### src/rtl/bcd_pkg.sv
// Shared BCD helpers: digit type, adjust constants,
// width helper and converter state encoding.
package bcd_pkg;

  typedef logic [3:0] bcd_digit_t;

  localparam bcd_digit_t BCD_ADJ_THRESH = 4'd8;
  localparam bcd_digit_t BCD_ADJ_VAL    = 4'd3;

  typedef enum logic [1:0] {
    IDLE  = 2'd0,
    SHIFT = 2'd1,
    DONE  = 2'd2
  } bcd2bin_state_e;

  function automatic logic bcd_is_valid(input bcd_digit_t n);
    return n <= 4'd9;
  endfunction

  // Smallest w with 2^w >= 10^d, i.e. ceil(d*log2(10)).
  function automatic int bin_width_for_digits(input int d);
    longint unsigned p10;
    longint unsigned p2;
    int w;
    p10 = 64'd1;
    for (int i = 0; i < d; i++) p10 = p10 * 64'd10;
    p2 = 64'd1;
    w  = 0;
    while (p2 < p10) begin
      p2 = p2 * 64'd2;
      w++;
    end
    return w;
  endfunction

endpackage

### src/rtl/bcd2bin_seq_if.sv
// Handshake bundle for the BCD-to-binary converter:
// BCD word in, binary result plus error flags out.
interface bcd2bin_seq_if #(
  parameter int DIGITS = 4,
  parameter int N      = 14
);
  logic                  in_valid;
  logic                  in_ready;
  logic [DIGITS*4-1:0]   bcd_in;
  logic                  out_valid;
  logic                  out_ready;
  logic [N-1:0]          bin_out;
  logic                  err_digit;
  logic                  err_ovf;

  modport master (
    output in_valid, bcd_in, out_ready,
    input  in_ready, out_valid, bin_out,
    input  err_digit, err_ovf
  );

  modport slave (
    input  in_valid, bcd_in, out_ready,
    output in_ready, out_valid, bin_out,
    output err_digit, err_ovf
  );
endinterface

### src/rtl/bcd_digit_adj.sv
// Per-digit reverse double dabble correction:
// a nibble >= 8 after the shift gets 3 subtracted.
module bcd_digit_adj
  import bcd_pkg::*;
(
  input  bcd_digit_t d_i,
  output bcd_digit_t d_o
);

  // Cannot underflow: the subtract only fires for d_i >= 8.
  always_comb begin
    d_o = d_i;
    if (d_i >= BCD_ADJ_THRESH) d_o = d_i - BCD_ADJ_VAL;
  end

endmodule

### src/rtl/bcd2bin_seq.sv
// Sequential BCD-to-binary converter, reverse double
// dabble with one shift-and-adjust per clock.
module bcd2bin_seq
  import bcd_pkg::*;
#(
  parameter int DIGITS = 4,
  parameter int N      = bin_width_for_digits(DIGITS)
) (
  input logic          clk,
  input logic          rst_n,
  bcd2bin_seq_if.slave bus
);

  localparam int BW = DIGITS * 4;
  localparam int WW = BW + N;
  localparam int CW = $clog2(N + 1);

  bcd2bin_state_e state_q, state_d;
  logic [WW-1:0]  w_q, w_d;
  logic [CW-1:0]  cnt_q, cnt_d;
  logic [N-1:0]   bin_q, bin_d;
  logic           ed_q, ed_d;
  logic           eo_q, eo_d;

  logic [WW-1:0]  w_sh;
  logic [WW-1:0]  w_adj;
  logic           bad_digit;

  assign w_sh = w_q >> 1;
  assign w_adj[N-1:0] = w_sh[N-1:0];

  for (genvar g = 0; g < DIGITS; g++) begin : g_adj
    bcd_digit_adj u_adj (
      .d_i (w_sh[N+4*g +: 4]),
      .d_o (w_adj[N+4*g +: 4])
    );
  end

  // Flag any input nibble outside 0..9.
  always_comb begin
    bad_digit = 1'b0;
    for (int i = 0; i < DIGITS; i++) begin
      if (!bcd_is_valid(bus.bcd_in[4*i +: 4])) bad_digit = 1'b1;
    end
  end

  // Next-state, work register and result capture.
  always_comb begin
    state_d = state_q;
    w_d     = w_q;
    cnt_d   = cnt_q;
    bin_d   = bin_q;
    ed_d    = ed_q;
    eo_d    = eo_q;
    unique case (state_q)
      IDLE: begin
        if (bus.in_valid) begin
          w_d   = {bus.bcd_in, {N{1'b0}}};
          cnt_d = '0;
          if (bad_digit) begin
            ed_d    = 1'b1;
            eo_d    = 1'b0;
            bin_d   = '0;
            state_d = DONE;
          end else begin
            state_d = SHIFT;
          end
        end
      end
      SHIFT: begin
        w_d   = w_adj;
        cnt_d = cnt_q + CW'(1);
        if (cnt_q == CW'(N - 1)) begin
          state_d = DONE;
          bin_d   = w_adj[N-1:0];
          eo_d    = |w_adj[WW-1:N];
          ed_d    = 1'b0;
        end
      end
      DONE: begin
        if (bus.out_ready) state_d = IDLE;
      end
      default: state_d = IDLE;
    endcase
  end

  // State and datapath registers.
  always_ff @(posedge clk or negedge rst_n) begin
    if (!rst_n) begin
      state_q <= IDLE;
      w_q     <= '0;
      cnt_q   <= '0;
      bin_q   <= '0;
      ed_q    <= 1'b0;
      eo_q    <= 1'b0;
    end else begin
      state_q <= state_d;
      w_q     <= w_d;
      cnt_q   <= cnt_d;
      bin_q   <= bin_d;
      ed_q    <= ed_d;
      eo_q    <= eo_d;
    end
  end

  assign bus.in_ready  = (state_q == IDLE);
  assign bus.out_valid = (state_q == DONE);
  assign bus.bin_out   = bin_q;
  assign bus.err_digit = ed_q;
  assign bus.err_ovf   = eo_q;

endmodule

### src/flat_wrapper.sv
// flat-port wrapper written by rule: the top's interface ports become plain ports
module bcd2bin_seq_flat import bcd_pkg::*;
#(
  parameter int DIGITS = 4,
  parameter int N      = bin_width_for_digits(DIGITS)
)
  (clk, rst_n, bus_in_valid, bus_bcd_in, bus_out_ready, bus_in_ready, bus_out_valid, bus_bin_out, bus_err_digit, bus_err_ovf);
  bcd2bin_seq_if #(.DIGITS(DIGITS), .N(N)) bus_i ();
  input logic clk;
  input logic rst_n;
  input wire logic [$bits(bus_i.in_valid)-1:0] bus_in_valid;
  input wire logic [$bits(bus_i.bcd_in)-1:0] bus_bcd_in;
  input wire logic [$bits(bus_i.out_ready)-1:0] bus_out_ready;
  output wire logic [$bits(bus_i.in_ready)-1:0] bus_in_ready;
  output wire logic [$bits(bus_i.out_valid)-1:0] bus_out_valid;
  output wire logic [$bits(bus_i.bin_out)-1:0] bus_bin_out;
  output wire logic [$bits(bus_i.err_digit)-1:0] bus_err_digit;
  output wire logic [$bits(bus_i.err_ovf)-1:0] bus_err_ovf;
  assign bus_i.in_valid = bus_in_valid;
  assign bus_i.bcd_in = bus_bcd_in;
  assign bus_i.out_ready = bus_out_ready;
  assign bus_in_ready = bus_i.in_ready;
  assign bus_out_valid = bus_i.out_valid;
  assign bus_bin_out = bus_i.bin_out;
  assign bus_err_digit = bus_i.err_digit;
  assign bus_err_ovf = bus_i.err_ovf;
  bcd2bin_seq #(.DIGITS(DIGITS), .N(N)) u_core (.clk(clk), .rst_n(rst_n), .bus(bus_i));
endmodule
### config.mk
export PLATFORM = sky130hd
export DESIGN_NAME = bcd2bin_seq_flat
export DESIGN_NICKNAME = d
export VERILOG_FILES = /design/src/rtl/bcd_pkg.sv /design/src/rtl/bcd2bin_seq_if.sv /design/src/rtl/bcd_digit_adj.sv /design/src/rtl/bcd2bin_seq.sv /design/src/flat_wrapper.sv
export SDC_FILE = /design/constraint.sdc
export NUM_CORES = 1
export LEC_CHECK = 0
export BUFFER_PORTS_ARGS = -buffer_cell sky130_fd_sc_hd__buf_2
export CORE_MARGIN = 8
export CORE_UTILIZATION = 55
export CTS_BUF_LIST = sky130_fd_sc_hd__clkbuf_4
export CTS_CLUSTER_SIZE = 30
export DETAILED_ROUTE_END_ITERATION = 6
export GPL_ROUTABILITY_DRIVEN = 0
export PLACE_DENSITY = 0.77
export SLEW_MARGIN = 20
export SYNTH_ARGS = -nofsm -noshare
export SYNTH_HDL_FRONTEND = slang
export SYNTH_SLANG_ARGS = --single-unit
### constraint.sdc
create_clock -name clk -period 2 [get_ports clk]
set_input_delay 0 -clock clk [delete_from_list [all_inputs] [get_ports clk]]
set_output_delay 0 -clock clk [all_outputs]
set_load 0.02 [all_outputs]
==> impl_metrics.py, run 1 <==
metrics = {
    "pwr": {
        "p_leak_nw": 1.55,
        "total_power_consumption_of_the_routed_design_mw": 3.30,
        "p_per_area_nw_per_um2": 1120,
        "irDropWorstVdd_mv": 0.853,
    },
    "setup_path": {
        "arr_time_crit_path_ns": 2.12,
        "cp.required_ns": 2.26,
        "regToRegSetupSlack_ns": 0.14,
        "worstRegToRegCells": 6,
        "rr_endpoint": "u_core.bus.err_ovf",
        "ordered_cell_list_for_the_critical_path": "inv_1 -> ha_1 -> and3b_1 -> o211ai_1 -> a2111oi_0 -> o22ai_1",
        "timing.critical_path.max_delay_family": "compound AO/OA/AOI/OAI gates",
        "crit_slowest_cell": "sky130_fd_sc_hd__dfrtp_1",
        "worstSetupPathType": "reg -> reg",
        "worstSetupStartpointType": "flop",
        "critical_path.max_stage_delay_ns": 0.48,
        "regToRegStartpoint": "u_core.w_q[15]",
        "path_buf_inv": 1,
        "critical_path.endpoint_type": "flop",
        "crit_fanout": 6,
    },
    "die": {
        "placement_rows": 24,
        "fp.dieH_um": 83.6,
        "dieArea_um2": 6980,
        "initial_utilization": 0.572,
        "pin_count": 38,
        "floorplan.die.width_um": 83.6,
        "core_region_area_um2": 4380,
    },
    "sta": {
        "rsz0062_at_grt": "no",
        "fin_skew_ns": 0.0219,
        "finalCriticalPeriod_ns": 1.86,
        "fmax_ghz": 0.538,
        "totalNegativeSetupSlack_ns": 0,
        "hold_viol_final": 0,
        "setup_violations": 0,
        "hold_ws_ns": 0.0316,
        "max_slew.worst_pin.slew_ns": 0.602,
        "post-route-worst-setup-slack_ns": 0.142,
        "slew-limit-headroom": 0.599,
        "timing.final.max_slew_violations": 0,
        "post_route_fraction_of_the_period_consumed_by_the_critical_path": 0.929,
    },
    "final_layout": {
        "layoutNonFillerInstCount": 332,
        "layout.cell_area.non_filler_um2": 2950,
        "layout.core_utilization": 0.672,
        "layout_cell_share_with_drive_strength_beyond_1": 0.243,
        "syn2layout_area_growth_pct": 17.4,
        "layout.nets": 308,
        "n_diodes": 0,
    },
    "placed_design": {
        "detailed_place_hpwl_um": 3800,
        "placedInstanceArea_um2": 2760,
        "pre_cts_ws_ns": 0.181,
        "dpl.cell_count": 311,
        "placement.io_buffers": 37,
    },
    "clocking": {
        "clkSinkCount": 51,
        "clockRootBuffer": "sky130_fd_sc_hd__clkbuf_4",
        "htreeDepth": 2,
        "post_cts_resize_count": 0,
        "tritoncts": "done",
        "clock_pin_slew_reported_for_the_worst_setup_and_hold_paths_after_clock_tree_synthesis_ns": 0.15,
        "cts_post_setup_buffers_inserted": 0,
        "numCtsBuffers": 5,
        "insertion_delay_ns": 0.38,
        "maximum_number_of_buffers_from_clock_root_to_sink": 2,
    },
    "logic_synthesis": {
        "synth_flop_cell": "sky130_fd_sc_hd__dfrtp_1",
        "syn-cell-area_um2": 2510,
        "syn_nets": 257,
        "synth_enable_flop_cells": 0,
        "yosys-mux-area-fraction": 0.0852,
        "yosys-top-cells-area": "sky130_fd_sc_hd__dfrtp_1, sky130_fd_sc_hd__mux2_4, sky130_fd_sc_hd__ha_1",
        "synth.lib_cells_used.distinct": 46,
        "yosys-top-cells-count": "sky130_fd_sc_hd__dfrtp_1, sky130_fd_sc_hd__nand2_1, sky130_fd_sc_hd__a21o_1, sky130_fd_sc_hd__and2_1, sky130_fd_sc_hd__nor2_1",
        "synth_top_family_by_area": "compound AO/OA/AOI/OAI gates",
        "synth-xor-area-share": 0.0244,
        "synth-simple-area-share": 0.127,
        "synth_warnings": 0,
        "dominant_cell_type_by_area_after_synthesis": "sky130_fd_sc_hd__dfrtp_1",
        "synth-seq-cells": 51,
        "synth-compound-area-share": 0.171,
        "synth_most_common_cell": "sky130_fd_sc_hd__dfrtp_1",
        "synth_largest_type_area_fraction": 0.508,
        "synth_area_per_cell_um2": 11.0,
        "synth-adder-area-share": 0.0399,
        "synthCells": 229,
        "synth-seq-area-share": 0.508,
        "async_flop_share": 1.00,
    },
    "global_routing": {
        "grt_overflow_total": 0,
        "grt_antenna_before_repair": 0,
        "grt_start_max_net_pins": 27,
        "grt_pass1_vias": 1957,
        "grt.total_usage": 0.166,
        "grt_pass1_wl_um": 9630,
    },
    "routing": {
        "drt_iter0_drc": 100,
        "ant_nets": 0,
        "num_vias": 1908,
        "routed_wire_length_per_instance_um": 16.7,
        "remaining_drc_errors": 0,
        "routed_via_density": 5.75,
        "drt_pre_antenna_iters": 4,
        "totalWireLength_um": 5550,
    },
    "worst_hold_path": {
        "timing.hold.worst_endpoint": "u_core.w_q[19]",
        "min_path_type": "in -> reg",
        "worstHoldStart": "bus_bcd_in[5]",
        "min_path_cells": 4,
    },
    "run": {
        "maxCapViolations": 0,
    },
    "run_status": {
        "run_status": "finished, final reports clean",
    },
}
## report_power, final
part | switching (mW) | internal (mW)
Combinational | 0.727 | 0.594
Clock | 0.320 | 0.131
Sequential | 0.276 | 1.25
## how the worst max path moves through the flow
stage	end	from	cells past startpoint
6_report	u_core.bus.err_ovf	u_core.w_q[15]	6
5_1_grt	u_core.bus.err_ovf	u_core.w_q[15]	6
4_1_cts	u_core.bus.err_ovf	u_core.w_q[15]	6
3_5_place_dp	u_core.bus.err_ovf	u_core.w_q[15]	6
3_3_place_gp	u_core.bus.err_ovf	u_core.w_q[15]	6
2_1_floorplan	u_core.bus.err_ovf	u_core.w_q[15]	6
## cell type report
cell class                 count  area, um^2
fill                         356        1440
sequential                    51        1280
multi-input combinational    156        1120
timing repair buffer          57         395
tap                           52        65.1
clock buffer                   5        37.5
inverter                       9        33.8
clock inverter                 2        13.8
## tightest hold or removal path, stage by stage
cell and delay (ns):
sky130_fd_sc_hd__buf_2 0.12, sky130_fd_sc_hd__a2bb2oi_1 0.14, sky130_fd_sc_hd__nor2_1 0.08, sky130_fd_sc_hd__a21oi_1 0.05
## repair_timing
| action | 4_1_cts | 5_1_grt |
|---|---|---|
| hold buffers | 14 | 0 |
| setup endpoints to repair | 0 | 0 |
| hold endpoints to repair | 38 | 0 |
## metal layers
metal  GRT usage  part of all wire  routed length (um)  up-vias
met1       0.215              0.45                2490      952
met3      0.0420             0.048                 265        8
met2       0.263              0.49                2720       46
li1            -                 -                   -      902
met4      0.0534             0.013                  70        0
met5           0                 0                   0        -
## cells in the final DEF, fill, tap and decap left out, types with 2 or more instances in the layout
cell / instances
sky130_fd_sc_hd__mux2_4: 7
sky130_fd_sc_hd__xnor2_1: 6
sky130_fd_sc_hd__and2_1: 13
sky130_fd_sc_hd__o22a_1: 3
sky130_fd_sc_hd__nor2b_1: 3
sky130_fd_sc_hd__o311a_1: 2
sky130_fd_sc_hd__nor2_1: 13
sky130_fd_sc_hd__mux2_2: 7
sky130_fd_sc_hd__a31oi_1: 3
sky130_fd_sc_hd__dfrtp_1: 51
sky130_fd_sc_hd__o21ai_0: 5
sky130_fd_sc_hd__nand2b_1: 8
sky130_fd_sc_hd__buf_4: 4
sky130_fd_sc_hd__a32oi_1: 2
sky130_fd_sc_hd__o21ai_1: 3
sky130_fd_sc_hd__dlygate4sd3_1: 14
sky130_fd_sc_hd__a21oi_1: 8
sky130_fd_sc_hd__inv_1: 9
sky130_fd_sc_hd__a22oi_1: 4
sky130_fd_sc_hd__a21o_1: 13
sky130_fd_sc_hd__clkbuf_4: 5
sky130_fd_sc_hd__buf_2: 37
sky130_fd_sc_hd__buf_12: 2
sky130_fd_sc_hd__nor4_1: 2
sky130_fd_sc_hd__ha_1: 8
sky130_fd_sc_hd__a2bb2oi_1: 2
sky130_fd_sc_hd__o22ai_1: 6
sky130_fd_sc_hd__nand2_1: 16
sky130_fd_sc_hd__mux2i_1: 3
sky130_fd_sc_hd__nand3_1: 3
## logic make-up (layout without fill, tap and decap cells)
family          after synthesis  after routing
simple gates                 63             63
compound gates               61             61
flops                        51             51
buf+inv                      22             73
mux                          17             17
fa+ha+maj                     8              8
xor+xnor                      7              7
## state kept, by name, indices dropped and copies added, names as in the netlist
name                  count
u_core.w_q               29
u_core.state_q            2
u_core.bus.err_digit      1
u_core.bus.err_ovf        1
u_core.bus.bin_out       14
u_core.cnt_q              4
No activity file was read; power rests on OpenSTA's default activity.
==> run 2: changes to the inputs <==
==> constraint.sdc (replaced) <==
create_clock -name clk -period 2 [get_ports clk]
set_input_delay 0.4 -clock clk [delete_from_list [all_inputs] [get_ports clk]]
set_output_delay 0.4 -clock clk [all_outputs]
set_load 0.02 [all_outputs]
==> impl_metrics.py, run 2 (synthesis gave the netlist of run 1 again) <==
metrics = {
    "pwr": {
        "p_leak_nw": 1.49,
        "irDropWorstVdd_mv": 0.810,
        "p_per_area_nw_per_um2": 1170,
    },
    "die": {
        "pin_count": 38,
        "floorplan.die.width_um": 83.6,
        "core_region_area_um2": 4380,
        "initial_utilization": 0.572,
        "dieArea_um2": 6980,
        "fp.dieH_um": 83.6,
        "placement_rows": 24,
    },
    "global_routing": {
        "grt.total_usage": 0.161,
        "grt_start_max_net_pins": 52,
        "grt_pass1_vias": 1917,
        "grt_pass1_wl_um": 9320,
        "grt_overflow_total": 0,
        "grt_antenna_before_repair": 0,
    },
    "setup_path": {
        "worstSetupStartpointType": "flop",
        "critical_path.endpoint_type": "output port",
        "crit_fanout": 15,
        "arr_time_crit_path_ns": 1.51,
        "cp.required_ns": 1.60,
        "worstSetupPathType": "reg -> out",
        "ordered_cell_list_for_the_critical_path": "buf_4 -> nor2_1 -> buf_2",
        "crit_slowest_cell": "sky130_fd_sc_hd__dfrtp_1",
        "critical_path.max_stage_delay_ns": 0.51,
    },
    "clocking": {
        "numCtsBuffers": 5,
        "clock_pin_slew_reported_for_the_worst_setup_and_hold_paths_after_clock_tree_synthesis_ns": 0.16,
        "tritoncts": "done",
        "insertion_delay_ns": 0.39,
        "htreeDepth": 2,
        "maximum_number_of_buffers_from_clock_root_to_sink": 2,
        "clkSinkCount": 51,
        "cts_post_setup_buffers_inserted": 0,
        "clockRootBuffer": "sky130_fd_sc_hd__clkbuf_4",
    },
    "sta": {
        "post_route_fraction_of_the_period_consumed_by_the_critical_path": 0.956,
        "hold_viol_final": 0,
        "rsz0062_at_grt": "no",
        "fmax_ghz": 0.523,
        "totalNegativeSetupSlack_ns": 0,
        "setup_violations": 0,
        "fin_skew_ns": 0.0204,
        "post-route-worst-setup-slack_ns": 0.0874,
        "slew-limit-headroom": 0.674,
        "finalCriticalPeriod_ns": 1.91,
        "max_slew.worst_pin.slew_ns": 0.486,
        "timing.final.max_slew_violations": 0,
    },
    "placed_design": {
        "detailed_place_hpwl_um": 3780,
        "dpl.cell_count": 311,
        "placement.io_buffers": 37,
        "pre_cts_ws_ns": 0.0393,
    },
    "worst_hold_path": {
        "min_path_type": "in -> reg",
    },
    "routing": {
        "drt_iter0_drc": 114,
        "drt_pre_antenna_iters": 4,
        "met3_wirelength_from_detailed_routing_um": 357,
        "wl_met1_um": 2410,
        "routed_via_density": 5.71,
        "ant_nets": 0,
        "num_vias": 1827,
        "route.top_layer_used": "met4",
        "routed_wire_length_per_instance_um": 16.8,
        "remaining_drc_errors": 0,
        "met2_wirelength_um": 2520,
        "totalWireLength_um": 5390,
    },
    "final_layout": {
        "layout.nets": 295,
        "layout.filler_cells": 374,
        "max_flop_register": "u_core.w_q",
        "syn2layout_area_growth_pct": 12.6,
        "multi_input_comb_area_um2": 1130,
        "layoutNonFillerInstCount": 320,
        "n_diodes": 0,
        "layout_cell_share_with_drive_strength_beyond_1": 0.261,
        "largest_reg_flops": 29,
        "most-common-layout-cells": "sky130_fd_sc_hd__dfrtp_1, sky130_fd_sc_hd__buf_2, sky130_fd_sc_hd__nand2_1",
        "final-seq-area_um2": 1280,
        "layout_commonest_cell": "sky130_fd_sc_hd__dfrtp_1",
    },
    "run": {
        "maxCapViolations": 0,
    },
    "run_status": {
        "run_status": "finished, final reports clean",
    },
}
-- run 2: changes by cell type in the layout (fill, tap and decap cells not counted) --
cell                            before  now
sky130_fd_sc_hd__a2111oi_1           0    1
sky130_fd_sc_hd__clkinv_2            1    0
sky130_fd_sc_hd__a2111oi_0           1    0
sky130_fd_sc_hd__clkinvlp_4          0    1
sky130_fd_sc_hd__dfrtp_1            51   49
sky130_fd_sc_hd__dlygate4sd3_1      14    1
sky130_fd_sc_hd__clkinv_1            0    1
sky130_fd_sc_hd__dfrtp_2             0    2
-- run 2: timing repair --
action	CTS	global route
hold buffers	1	0
resized for setup	0	3
endpoints found under the hold margin	51	0
setup endpoints to repair	0	2
-- run 2: routing by layer --
metal,track usage,vias to the layer above
li1,-,875
met1,0.199,882
met2,0.253,59
met3,0.0518,11
met4,0.0644,0
met5,0,-
-- run 2: final timing paths --
path | slack (ns) | end | start | cells past startpoint
worst min-delay path | 0.26 | u_core.w_q[26] | bus_bcd_in[12] | 3
min in group asynchronous | 0.52 | u_core.w_q[19] | rst_n | 3
worst min register to register | 0.49 | u_core.w_q[5] | u_core.w_q[5] | 1
max in group asynchronous | 1.24 | u_core.state_q[1] | rst_n | 3
worst max-delay path | 0.09 | bus_in_ready | u_core.state_q[0] | 3
worst max register to register | 0.11 | u_core.bus.err_ovf | u_core.w_q[19] | 6
-- run 2: critical path, delay by kind of cell, from the launching register on --
family                 cells  cell delay [ns]
buffers and inverters      2             0.45
flip-flops                 1             0.51
AND/OR/NAND/NOR            1             0.18
-- run 2: where the power goes --
part	internal, mW	switching (mW)	leakage, nW
Combinational	0.579	0.719	0.797
Sequential	1.26	0.284	0.664
Clock	0.135	0.340	0.0288
Total	1.97	1.34	1.49
-- run 2: per-stage QoR --
stage                     area (um^2)  total power [mW]   util  hold WS (ns)
after global placement           2760              2.80  0.628         0.409
after floorplan                  2510              2.49      -         0.104
final                            2830              3.31  0.645         0.257
after CTS                        2820              3.32  0.644         0.249
after global routing             2830              3.55  0.645         0.251
after detailed placement         2760              2.83  0.628         0.408
-- run 2: layout make-up --
type | count | share of cell area
flip-flops and latches | 51 | 0.452
multi-input cells | 156 | 0.398
repair buffers | 44 | 0.0938
well taps | 52 | 0.0230
clock buffers | 5 | 0.0133
inverters | 9 | 0.0120
clock inverters | 3 | 0.00708
